==> config.mk <==
export PLATFORM = sky130hd
export DESIGN_NAME = pwm_deadtime
export DESIGN_NICKNAME = d
export VERILOG_FILES = /design/src/rtl/pwm_pkg.sv /design/src/rtl/pwm_deadtime_ch.sv /design/src/rtl/pwm_deadtime.sv
export SDC_FILE = /design/constraint.sdc
export NUM_CORES = 1
export LEC_CHECK = 0
export BUFFER_PORTS_ARGS = -buffer_cell sky130_fd_sc_hd__buf_2
export CORE_UTILIZATION = 55
export DETAILED_ROUTE_END_ITERATION = 8
export PLACE_DENSITY_LB_ADDON = 0.15
export SETUP_SLACK_MARGIN = 0.05
export SLEW_MARGIN = 10
export SYNTH_ARGS = -nofsm -noshare
export SYNTH_HDL_FRONTEND = slang
export SYNTH_SLANG_ARGS = --single-unit
==> constraint.sdc <==
create_clock -name selected_clk -period 1.75 [get_ports selected_clk]
set_clock_uncertainty 0.1 [all_clocks]
set_input_delay 0.35 -clock selected_clk [delete_from_list [all_inputs] [get_ports selected_clk]]
set_output_delay 0.35 -clock selected_clk [all_outputs]
set_load 0.01 [all_outputs]
==> src/rtl/pwm_pkg.sv <==
// Shared definitions for the PWM output stage: channel state encoding and default widths.
package pwm_pkg;

    // Default width of the dead-time counters, in timer clocks.
    localparam int unsigned DefaultDtW = 8;

    // Per-channel gate-drive state.
    typedef enum logic [2:0] {
        StOff,   // both gates low, waiting for enable with no fault
        StLsOn,  // low side on
        StDtR,   // dead time before the high side turns on
        StHsOn,  // high side on
        StDtF    // dead time before the low side turns on
    } ch_state_e;

endpackage

==> src/rtl/pwm_deadtime_ch.sv <==
// One complementary gate-drive channel: state machine, dead-time counter and output registers.
module pwm_deadtime_ch
    import pwm_pkg::*;
#(
    parameter int unsigned DT_W = DefaultDtW
) (
    input  logic            selected_clk,
    input  logic            i_rst,
    input  logic            i_pwm,
    input  logic            i_enable,
    input  logic            i_fault,
    input  logic [DT_W-1:0] i_dt_rise,
    input  logic [DT_W-1:0] i_dt_fall,
    output logic            o_hs,
    output logic            o_ls
);

    localparam logic [DT_W-1:0] CntOne = DT_W'(1);

    ch_state_e       state_q, state_d;
    logic [DT_W-1:0] cnt_q, cnt_d;
    logic [DT_W-1:0] rise_load, fall_load;
    logic            hs_q, ls_q;

    // A programmed dead time of 0 still yields one cycle with both gates low.
    assign rise_load = (i_dt_rise == '0) ? CntOne : i_dt_rise;
    assign fall_load = (i_dt_fall == '0) ? CntOne : i_dt_fall;

    // Next-state and counter logic; disable or fault overrides every other transition.
    always_comb begin
        state_d = state_q;
        cnt_d   = cnt_q;
        if (!i_enable || i_fault) begin
            state_d = StOff;
        end else begin
            case (state_q)
                StOff: begin
                    // Always leave through the low side so the bootstrap gets charged.
                    state_d = StLsOn;
                end
                StLsOn: begin
                    if (i_pwm) begin
                        state_d = StDtR;
                        cnt_d   = rise_load;
                    end
                end
                StDtR: begin
                    if (!i_pwm) begin
                        state_d = StLsOn;
                    end else if (cnt_q == CntOne) begin
                        state_d = StHsOn;
                    end else begin
                        cnt_d = cnt_q - CntOne;
                    end
                end
                StHsOn: begin
                    if (!i_pwm) begin
                        state_d = StDtF;
                        cnt_d   = fall_load;
                    end
                end
                StDtF: begin
                    if (i_pwm) begin
                        state_d = StHsOn;
                    end else if (cnt_q == CntOne) begin
                        state_d = StLsOn;
                    end else begin
                        cnt_d = cnt_q - CntOne;
                    end
                end
                default: begin
                    state_d = StOff;
                end
            endcase
        end
    end

    // State, counter and gate registers; gates decode the next state so they move with it.
    always_ff @(posedge selected_clk or posedge i_rst) begin
        if (i_rst) begin
            state_q <= StOff;
            cnt_q   <= '0;
            hs_q    <= 1'b0;
            ls_q    <= 1'b0;
        end else begin
            state_q <= state_d;
            cnt_q   <= cnt_d;
            hs_q    <= (state_d == StHsOn);
            ls_q    <= (state_d == StLsOn);
        end
    end

    assign o_hs = hs_q;
    assign o_ls = ls_q;

endmodule

==> src/rtl/pwm_deadtime.sv <==
// Multi-channel PWM output stage with dead-time insertion and a latched fault shutdown.
module pwm_deadtime
    import pwm_pkg::*;
#(
    parameter int unsigned NCH         = 4,
    parameter int unsigned DT_W        = DefaultDtW,
    parameter int unsigned SYNC_STAGES = 2   // must be at least 2
) (
    input  logic            selected_clk,
    input  logic            i_rst,
    input  logic [NCH-1:0]  i_pwm,
    input  logic            i_enable,
    input  logic [DT_W-1:0] i_dt_rise,
    input  logic [DT_W-1:0] i_dt_fall,
    input  logic            i_fault,
    input  logic            i_fault_clr,
    output logic [NCH-1:0]  o_hs,
    output logic [NCH-1:0]  o_ls,
    output logic            o_fault
);

    logic [SYNC_STAGES-1:0] sync_q;
    logic                   fault_sync;
    logic                   fault_q, fault_d;
    logic                   ch_fault;

    // Synchronizer chain for the asynchronous fault input.
    always_ff @(posedge selected_clk or posedge i_rst) begin
        if (i_rst) begin
            sync_q <= '0;
        end else begin
            sync_q <= {sync_q[SYNC_STAGES-2:0], i_fault};
        end
    end

    assign fault_sync = sync_q[SYNC_STAGES-1];

    // Fault latch: set has priority, clear only takes effect once the fault has gone away.
    always_comb begin
        fault_d = fault_q;
        if (fault_sync) begin
            fault_d = 1'b1;
        end else if (i_fault_clr) begin
            fault_d = 1'b0;
        end
    end

    // Fault latch register.
    always_ff @(posedge selected_clk or posedge i_rst) begin
        if (i_rst) begin
            fault_q <= 1'b0;
        end else begin
            fault_q <= fault_d;
        end
    end

    // The raw synchronized fault shuts channels down on the same edge that sets the latch.
    assign ch_fault = fault_sync | fault_q;
    assign o_fault  = fault_q;

    for (genvar c = 0; c < NCH; c++) begin : g_ch
        pwm_deadtime_ch #(
            .DT_W(DT_W)
        ) u_ch (
            .selected_clk(selected_clk),
            .i_rst       (i_rst),
            .i_pwm       (i_pwm[c]),
            .i_enable    (i_enable),
            .i_fault     (ch_fault),
            .i_dt_rise   (i_dt_rise),
            .i_dt_fall   (i_dt_fall),
            .o_hs        (o_hs[c]),
            .o_ls        (o_ls[c])
        );
    end

endmodule

Yosys cells after proc, flatten, opt, wreduce, memory -nomap -nowiden
Index checks and enable logic that the tools add are counted.
W data, S select, Z words.
Word-level totals
  register bits: 55
  bits of input ports: 25
  output and inout port bits: 9
  logic and storage cells: 145
Operators by class
  $add $sub $neg: 4
  eq/ne operators: 44
  mux-type cells: 60
  bitwise gates (word level): 2
  reduce and logical (&&, ||, !) cells: 17
Operators with widths (number)
  $mux W8: 22
  $pmux W8 S4: 4
  $mux W3: 28
  $pmux W3 S5: 4
  $eq A3 B2 Y1 const B: 12
  $eq A8 B1 Y1 const B: 4
  $ne A2 B2 Y1 const B: 16
  $sub A8 B1 Y8 const B: 4
  $eq A3 B1 Y1 const B: 8
  $reduce_and A6 Y1: 4
  $logic_not A8 Y1: 2
  $reduce_bool A4 Y1: 4
  $eq A3 B3 Y1 const B: 4
  $logic_not A3 Y1: 4
  $mux W1: 2
  $reduce_bool A2 Y1: 1
  $logic_not A1 Y1: 1
  $logic_or A1 B1 Y1: 1
  $not A1 Y1: 1
  $or A1 B1 Y1: 1

Depth between registers and ports, before layout
Gate-level depths: netlist of run 1.
  word-level depth: 6
  depth in mapped cells: 8
  mapped depth without buffers: 7

Hierarchy
A second synthesis of run 1 with hierarchy kept.
Second synthesis, totals
  cell total of the unflattened synthesis: 477
  area total of the unflattened synthesis: 4454.3 sq um
By module, submodules not included
  pwm_deadtime_ch (g_ch[0].u_ch ...): instances 3, cells each 115, area an instance 1082.3 sq um, seq. area each 325.3 sq um
  pwm_deadtime_ch (g_ch[3].u_ch): instances 1, cells each 125, area an instance 1109.8 sq um, seq. area each 325.3 sq um
  pwm_deadtime: instances 1, cells each 7, area an instance 97.6 sq um, seq. area each 75.1 sq um

Worst setup path before layout of run 1
No wires, ideal clock.
  kind: register to register
  from: register fault_q, in the netlist o_fault
  to: register g_ch[3].u_ch.cnt_q[0]
  setup time: 0.080 ns
  data arrival time: 1.815 ns
  data required time: 1.570 ns
  path slack: -0.245 ns
  stages on the path, launching flop included: 7
  path buffers: 1
  clock period less this slack: 1.995 ns
  path through: dfrtp_1 or3b_1 clkbuf_1 nor4_1 nor3_2 or3_1 o211ai_2
Between the ends
  longest elaborated chain between the ends: 4
Ends and longest elaborated chain
  start, declared: RTL line pwm_deadtime.sv:24  | logic fault_q, fault_d;
  start signal, assigned: RTL line pwm_deadtime.sv:53  | fault_q <= fault_d;
  $or A1 B1 Y1: RTL line pwm_deadtime.sv:58  | assign ch_fault = fault_sync | fault_q;
  $logic_or A1 B1 Y1: RTL line pwm_deadtime_ch.sv:33  | if (!i_enable || i_fault) begin
  $not A1 Y1 (no line)
  $reduce_and A6 Y1 (no line)
  end signal, assigned: RTL line pwm_deadtime_ch.sv:87  | cnt_q <= cnt_d;
  end, declared: RTL line pwm_deadtime_ch.sv:21  | logic [DT_W-1:0] cnt_q, cnt_d;
No other way between the ends.
A chain may end at the register's enable or synchronous reset.

Worst setup path in the final report of run 1
  from: register sync_q[1]
  to: register g_ch[3].u_ch.cnt_q[0]
Between the ends
  longest elaborated chain between the ends: 4
Ends and longest elaborated chain
  start, declared: RTL line pwm_deadtime.sv:22  | logic [SYNC_STAGES-1:0] sync_q;
  start signal, assigned: RTL line pwm_deadtime.sv:32  | sync_q <= {sync_q[SYNC_STAGES-2:0], i_fault};
  $or A1 B1 Y1: RTL line pwm_deadtime.sv:58
  $logic_or A1 B1 Y1: RTL line pwm_deadtime_ch.sv:33
  $not A1 Y1 (no line)
  $reduce_and A6 Y1 (no line)
No other way between the ends.

==> qor.txt, run 1 <==
ROUTE
---------------------------------------------------------------------------------------
Aggregate routed wire length .............................................     14600 µm
Ratio of routed vias to standard cells ...................................         6.59
Number of violations reported at the end of detailed-routing iteration 0 .          319
WL/cell ..................................................................      20.7 µm
ANT nets after route .....................................................            0
Vias post-DR .............................................................         4636
DRC Markers ..............................................................            0
Iteration count of the initial detailed-routing pass .....................            6

CRITICAL PATH
---------------------------------------------------------------------------------------
Element type at the critical path end ....................................    flip-flop
Required time reported for the critical path endpoint ....................      1900 ps
Arrival time worst endpoint ..............................................      2210 ps
Class of the most critical setup path ....................................      reg2reg
Number of cells on the worst reg-to-reg path .............................            6
Kind of start point of the critical path .................................    flip-flop
Critical-path maximum fanout .............................................            6

TIMING
---------------------------------------------------------------------------------------
Period Utilization, post-route ...........................................         118%
Setup violations, final ..................................................           35
Fmax .....................................................................      483 MHz
Worst Setup Slack, final .................................................      -318 ps
Number of max-slew violations in the final report ........................            0
Worst slew margin ........................................................        58.8%
Setup repair after global routing missed its margin ......................          yes
Slew @ Worst Pin .........................................................       611 ps
Final worst path period need .............................................      2070 ps
Number of hold-slack violations in the final timing report ...............            6
Sum of negative setup slack ..............................................     -6780 ps
Worst Hold Margin ........................................................     -13.5 ps

YOSYS
---------------------------------------------------------------------------------------
Sequential share of the synthesized area .................................        35.4%
Synth Flop Type .......................................................... sky130_fd_sc_hd__dfrtp_1
Share of synthesized cell area in and, or, nand and nor gates ............        24.1%
Distinct cells, synth ....................................................           56
Average instance area after synthesis ....................................     8.13 µm²
Flop and latch count out of synthesis ....................................           55
Post-synthesis compound-gate area fraction ...............................        28.5%
Area of the mapped netlist ...............................................     3890 µm²
Mux contribution to synthesized area .....................................        1.64%
Ys async rst share .......................................................         100%
Cell count after synthesis ...............................................          478
Synth Area in XOR/XNOR ...................................................       0.901%
Combinational family with the most area after synthesis .................. compound AO/OA/AOI/OAI gates
Net count after synthesis ................................................          511
Count of synthesis-stage warnings from yosys .............................            0
Adder-cell area share of the yosys netlist ...............................        2.57%
Number of flops mapped to enable cells by yosys ..........................            0

POWER
---------------------------------------------------------------------------------------
Worst ir drop on vdd .....................................................       368 µV
Leakage power total ......................................................      2.46 nW
Areal power density over the cells .......................................   646 nW/µm²

LAYOUT
---------------------------------------------------------------------------------------
Number of non-filler instances in the completed layout ...................          703
Core occupancy in the finished layout ....................................        84.7%
Area Growth Syn to Fin ...................................................        48.0%
Fraction of layout cells with a size suffix above 1 ......................        44.8%
Fill cells ...............................................................          363
Footprint of the flip-flops and latches ..................................     1380 µm²
Final Net Count ..........................................................          639
# diodes .................................................................            0
Area of the multi-input gates ............................................     2850 µm²

OUTCOME
---------------------------------------------------------------------------------------
Violations in the final reports .......................................... hold timing, setup timing
Outcome .................................................................. finished with violations

PLACED DESIGN
---------------------------------------------------------------------------------------
Final weighted congestion in routability-driven placement ................        0.923
PortBufs .................................................................           33
Placed Cells incl. Taps ..................................................          673
Worst Setup Slack post-DPL ...............................................      -446 ps
Estimated wirelength of the detail-placed design .........................      8220 µm

FLOORPLAN
---------------------------------------------------------------------------------------
Overall die area .........................................................     7410 µm²
Vertical extent of the die ...............................................      86.1 µm
Top-level I/O count ......................................................           34
Site row count ...........................................................           30
Die width ................................................................      86.1 µm
Standard cell core area ..................................................     6790 µm²
Effective utilization at floorplan .......................................        57.2%

CLOCK TREE
---------------------------------------------------------------------------------------
Count of hold buffers inserted by post-cts repair ........................            0
Clock Pin Slew Worst Setup and Hold Paths ................................       110 ps
Clock H-tree levels ......................................................            2
Clock Tree Buf Depth .....................................................            2
Sinks on the clock net ...................................................           55
Source-to-sink clock delay at the later pin of the worst-skew pair .......       320 ps
CTS tree .................................................................        built
Num CTS Buffers ..........................................................            5
CTS root buf ............................................................. sky130_fd_sc_hd__clkbuf_8

GLOBAL ROUTE
---------------------------------------------------------------------------------------
Overall fraction of global-route tracks in use ...........................        33.7%
Wire length of the first global-routing pass .............................     19600 µm
Initial antenna violation count ..........................................            0
Via count of the first global-routing pass ...............................         4135
Grt ovf ..................................................................            0
Pin count of the biggest net entering global routing .....................           56

RUN
---------------------------------------------------------------------------------------
Number of maximum-capacitance violations .................................            0

HOLD PATH
---------------------------------------------------------------------------------------
Worst min path class .....................................................     in2async

[routing by layer]
layer | up-vias | global-route usage [%] | part of all wire (%)
li1 | 2035 | - | -
met1 | 2200 | 42.0 | 36
met2 | 298 | 58.3 | 50
met3 | 103 | 4.23 | 7.0
met4 | 0 | 15.2 | 7.0
met5 | - | 0 | 0
[final timing paths]
check / startpoint / endpoint / slack, ps
min in group selected_clk: i_fault / sync_q[0] / 40
max reg2reg: sync_q[1] / g_ch[3].u_ch.cnt_q[0] / -320
min reg2reg: sync_q[0] / sync_q[1] / 250
min: i_rst / g_ch[2].u_ch.state_q[0] / -10
max in group asynchronous: i_rst / g_ch[1].u_ch.state_q[0] / 1300
max: sync_q[1] / g_ch[3].u_ch.cnt_q[0] / -320
[synthesized netlist by cell type (8+ instances only)]
master	n	area (µm²)
sky130_fd_sc_hd__o21ai_0	68	340
sky130_fd_sc_hd__clkbuf_1	18	67.6
sky130_fd_sc_hd__nand2b_1	12	75.1
sky130_fd_sc_hd__buf_4	8	60.1
sky130_fd_sc_hd__ha_1	8	100
sky130_fd_sc_hd__dfrtp_1	55	1380
sky130_fd_sc_hd__a221oi_1	17	149
sky130_fd_sc_hd__nor3_1	21	105
sky130_fd_sc_hd__a21oi_1	45	225
sky130_fd_sc_hd__nor4_1	13	81.3
sky130_fd_sc_hd__nor3b_1	8	60.1
sky130_fd_sc_hd__inv_1	19	71.3
sky130_fd_sc_hd__nand2_1	18	67.6
sky130_fd_sc_hd__buf_2	9	45.0
sky130_fd_sc_hd__nor2_1	54	203
[worst max-delay path, cell delays in order, from the launching register on]
cell and delay, ps:
sky130_fd_sc_hd__dfrtp_1 410, sky130_fd_sc_hd__or3b_4 440, sky130_fd_sc_hd__buf_12 170, sky130_fd_sc_hd__nor4_4 250, sky130_fd_sc_hd__nor3_4 120, sky130_fd_sc_hd__or3_4 410, sky130_fd_sc_hd__o211ai_2 70
[registers in the layout, summed over array words and instances, names as in the netlist]
name and count:
g_ch.u_ch.cnt_q 32, g_ch.u_ch.state_q 12, g_ch.u_ch.o_hs 4, g_ch.u_ch.o_ls 4
sync_q 2, o_fault 1
[through the flow]
step | cell area (µm²) | power [mW]
after CTS | 5300 | 3.46
after global placement | 4830 | 2.50
final | 5750 | 3.72
after detailed placement | 4830 | 2.54
after floorplan | 3950 | 2.03
after global routing | 5750 | 3.87
[cell usage in the layout (no fill, tap or decap), drive strengths merged, types with 3 or more instances in the layout]
cell type	Yosys	final
ha	8	8
nor2b	5	5
nor3b	8	8
o21bai	3	3
nor4	15	15
nor3	23	23
a221oi	19	19
a211oi	3	3
and2	3	3
o31ai	3	3
a21o	4	4
mux2i	3	3
a31oi	7	7
and4b	4	4
or3	3	3
o21ai	70	70
dfrtp	55	55
inv	19	18
xnor2	3	3
a22o	6	6
nor2	54	54
nand2	18	18
buf	20	158
o22ai	5	5
nand3	7	7
or4b	4	4
or4bb	3	3
nand2b	12	12
clkbuf	18	8
and3	5	5
a21oi	45	45
mux2	3	3
[cell type report]
class | instances | area share (%)
inverter | 19 | 1.30
multi-input combinational | 366 | 49.6
sequential | 55 | 23.9
clock inverter | 1 | 0.130
tap | 96 | 2.09
clock buffer | 7 | 1.67
timing repair buffer | 159 | 21.3
[cell families after synthesis]
logic type,after synthesis
compound gates,179
xor+xnor,4
fa+ha+maj,8
buf+inv,57
flops,55
mux,6
simple gates,169
[what timing repair did]
item                       CTS  global route
pin swaps                   19            36
gates resized for setup     73            92
cloned                       1             1
setup endpoints to repair   39            46
setup buffers                9            16
[power breakdown]
part           leakage [nW]  switching (mW)  internal (mW)  total (mW)
logic                  1.68           0.736          0.663        1.40
clock network        0.0505           0.447          0.362       0.809
registers             0.731           0.127           1.38        1.51
(Power assumes the default switching activity.)
==> run 2: changes to the inputs <==
- SETUP_SLACK_MARGIN: 0.05 -> 0.02
==> run 2 against run 1 <==
Via count shrank 0.19%. Critical path type unchanged. Maximum frequency grew 4.6%. The flow still finishes with violations (hold timing, setup timing). Design area increased by 2.0%. Highest routed layer unchanged. Critical endpoint is now g_ch[0].u_ch.cnt_q[5]. Combinational power is 3% higher. Non-clock buffer count increased by 4. Utilization rose by 1.7 points. Worst hold slack better by 2.0 ps. Wire length rose by 0.93%. Sequential share of layout area decreased by 0.48 points.
==> qor.txt, run 2 (synthesis results as in run 1) <==
TIMING
---------------------------------------------------------------------------------------
Number of max-slew violations in the final report ........................            0
Fmax .....................................................................      506 MHz
Worst Hold Margin ........................................................     -11.5 ps
Setup violations, final ..................................................           37
Period Utilization, post-route ...........................................         113%
Setup repair after global routing missed its margin ......................          yes
Worst Setup Slack, final .................................................      -228 ps
Slew @ Worst Pin .........................................................       577 ps
Worst slew margin ........................................................        61.1%
Final worst path period need .............................................      1980 ps
Number of hold-slack violations in the final timing report ...............           10

LAYOUT
---------------------------------------------------------------------------------------
Area Growth Syn to Fin ...................................................        51.0%
Fill cells ...............................................................          351
# diodes .................................................................            0
Flip-flop count of the largest register after layout .....................           32
Largest registers ........................................................ g_ch.u_ch.cnt_q x32, g_ch.u_ch.state_q x12
Reg with most FFs ........................................................ g_ch.u_ch.cnt_q
Leading cell type in the layout, fill and taps excluded .................. sky130_fd_sc_hd__buf_4
Commonest cells after routing, fill and taps aside ....................... sky130_fd_sc_hd__buf_4, sky130_fd_sc_hd__dfrtp_1, sky130_fd_sc_hd__nor2_1
Fraction of layout cells with a size suffix above 1 ......................        45.8%
Final Net Count ..........................................................          644
Number of non-filler instances in the completed layout ...................          708

PLACED DESIGN
---------------------------------------------------------------------------------------
Estimated wirelength of the detail-placed design .........................      8370 µm
Final weighted congestion in routability-driven placement ................        0.926
Placed Cells incl. Taps ..................................................          677
PortBufs .................................................................           33
Worst Setup Slack post-DPL ...............................................      -482 ps

CRITICAL PATH
---------------------------------------------------------------------------------------
Class of the most critical setup path ....................................      reg2reg
Cell-by-cell trace of the critical path .................................. or3b_4 -> buf_12 -> buf_8 -> a221oi_4 -> nor2_4 -> o21ai_1 -> o21ai_1
Kind of start point of the critical path .................................    flip-flop
Critical-path maximum fanout .............................................            8
Library cell appearing most often on the critical path ................... sky130_fd_sc_hd__o21ai_1
Cell with the largest stage delay on the worst path ...................... sky130_fd_sc_hd__or3b_4
Element type at the critical path end ....................................    flip-flop
Required time reported for the critical path endpoint ....................      1850 ps
WP buf/inv ...............................................................            2
Crit path largest cell delay .............................................       430 ps
Cell family with most CP delay ........................................... simple AND/OR/NAND/NOR gates
Arrival time worst endpoint ..............................................      2080 ps

ROUTE
---------------------------------------------------------------------------------------
ANT nets after route .....................................................            0
Iteration count of the initial detailed-routing pass .....................            5
DRC Markers ..............................................................            0
Ratio of routed vias to standard cells ...................................         6.54
WL/cell ..................................................................      20.8 µm
Number of violations reported at the end of detailed-routing iteration 0 .          449
Aggregate routed wire length .............................................     14700 µm
Vias post-DR .............................................................         4627

FLOORPLAN
---------------------------------------------------------------------------------------
Die width ................................................................      86.1 µm
Standard cell core area ..................................................     6790 µm²
Vertical extent of the die ...............................................      86.1 µm
Effective utilization at floorplan .......................................        57.2%
Top-level I/O count ......................................................           34
Overall die area .........................................................     7410 µm²
Site row count ...........................................................           30

GLOBAL ROUTE
---------------------------------------------------------------------------------------
Met3 Usage GRT ...........................................................        5.87%
Initial antenna violation count ..........................................            0
Busiest metal layer after global routing .................................         met2
Overall fraction of global-route tracks in use ...........................        35.6%
M1 GR Usage ..............................................................        43.5%
M2 GR Usage ..............................................................        61.1%
Via count of the first global-routing pass ...............................         4299
Grt ovf ..................................................................            0
Pin count of the biggest net entering global routing .....................           56
Wire length of the first global-routing pass .............................     20600 µm

CLOCK TREE
---------------------------------------------------------------------------------------
CTS root buf ............................................................. sky130_fd_sc_hd__clkbuf_8
CTS tree .................................................................        built
Source-to-sink clock delay at the later pin of the worst-skew pair .......       320 ps
Num CTS Buffers ..........................................................            5
Sinks on the clock net ...................................................           55
Clock Tree Buf Depth .....................................................            2
Clock Pin Slew Worst Setup and Hold Paths ................................       100 ps
Clock H-tree levels ......................................................            2

POWER
---------------------------------------------------------------------------------------
Power after layout .......................................................      3.86 mW
Areal power density over the cells .......................................   657 nW/µm²
Leakage power total ......................................................      2.51 nW
Worst ir drop on vdd .....................................................       555 µV

OUTCOME
---------------------------------------------------------------------------------------
Violations in the final reports .......................................... hold timing, setup timing
Outcome .................................................................. finished with violations

RUN
---------------------------------------------------------------------------------------
Number of maximum-capacitance violations .................................            0

HOLD PATH
---------------------------------------------------------------------------------------
Worst min path class .....................................................     in2async

[run 2: cell count changes in the layout (fill, tap and decap cells not counted), sizes merged]
cell,delta
buf,+5
bufinv,+1
clkbuf,-2
clkinv,+1
clkinvlp,-1
nor2,+1
[run 2: worst paths after layout]
kind                       startpoint                    end  slack [ps]  cells after the start
min in group selected_clk     i_fault              sync_q[0]          40                      1
max in group asynchronous       i_rst              sync_q[1]        1310                      3
hold reg to reg             sync_q[0]              sync_q[1]         260                      0
setup reg to reg            sync_q[1]  g_ch[0].u_ch.cnt_q[5]        -230                      7
setup / recovery            sync_q[1]  g_ch[0].u_ch.cnt_q[5]        -230                      7
hold / removal                  i_rst      g_ch[3].u_ch.o_ls         -10                      3
[run 2: final cells by class]
| cell class | instances | area [µm²] | area share, % |
|---|---|---|---|
| inverter | 19 | 75.1 | 1.28 |
| sequential | 55 | 1380 | 23.4 |
| clock buffer | 6 | 82.6 | 1.41 |
| timing repair buffer | 163 | 1230 | 21.0 |
| clock inverter | 2 | 35.0 | 0.597 |
| tap | 96 | 120 | 2.05 |
| multi-input combinational | 367 | 2950 | 50.2 |
[run 2: worst register-to-register path, cell delays in order, from the launching register on]
cell and delay, ps:
sky130_fd_sc_hd__dfrtp_1 390, sky130_fd_sc_hd__or3b_4 430, sky130_fd_sc_hd__buf_12 170, sky130_fd_sc_hd__buf_8 130, sky130_fd_sc_hd__a221oi_4 250, sky130_fd_sc_hd__nor2_4 130
sky130_fd_sc_hd__o21ai_1 170, sky130_fd_sc_hd__o21ai_1 90
[run 2: repair_timing]
action,4_1_cts,5_1_grt
endpoints found under the setup margin,38,47
hold endpoints to repair,0,0
hold buffers,0,0
pin swaps,27,43
gates cloned,3,1
setup buffers,13,9
gates resized for setup,77,105
[run 2: metal layers]
metal,wire length [µm],share of wire [%]
met1,5360,36
met2,7460,51
met3,1050,7.1
met4,824,5.6
met5,0,0
[run 2: per-stage QoR]
step / hold WS, ps / utilization, % / cell area [µm²] / setup TNS, ps
floorplan: 231 / - / 3950 / -1950
global placement: 235 / 71.6 / 4860 / -6260
detailed placement: 245 / 71.6 / 4860 / -8490
CTS: 8.76 / 79.0 / 5370 / -4760
global route: 13.1 / 86.4 / 5870 / -6860
finish: -11.5 / 86.4 / 5870 / -4610
[run 2: power breakdown]
part	switching [mW]	total [mW]	internal (mW)
Clock	0.451	0.915	0.464
Sequential	0.121	1.50	1.38
Combinational	0.754	1.44	0.686
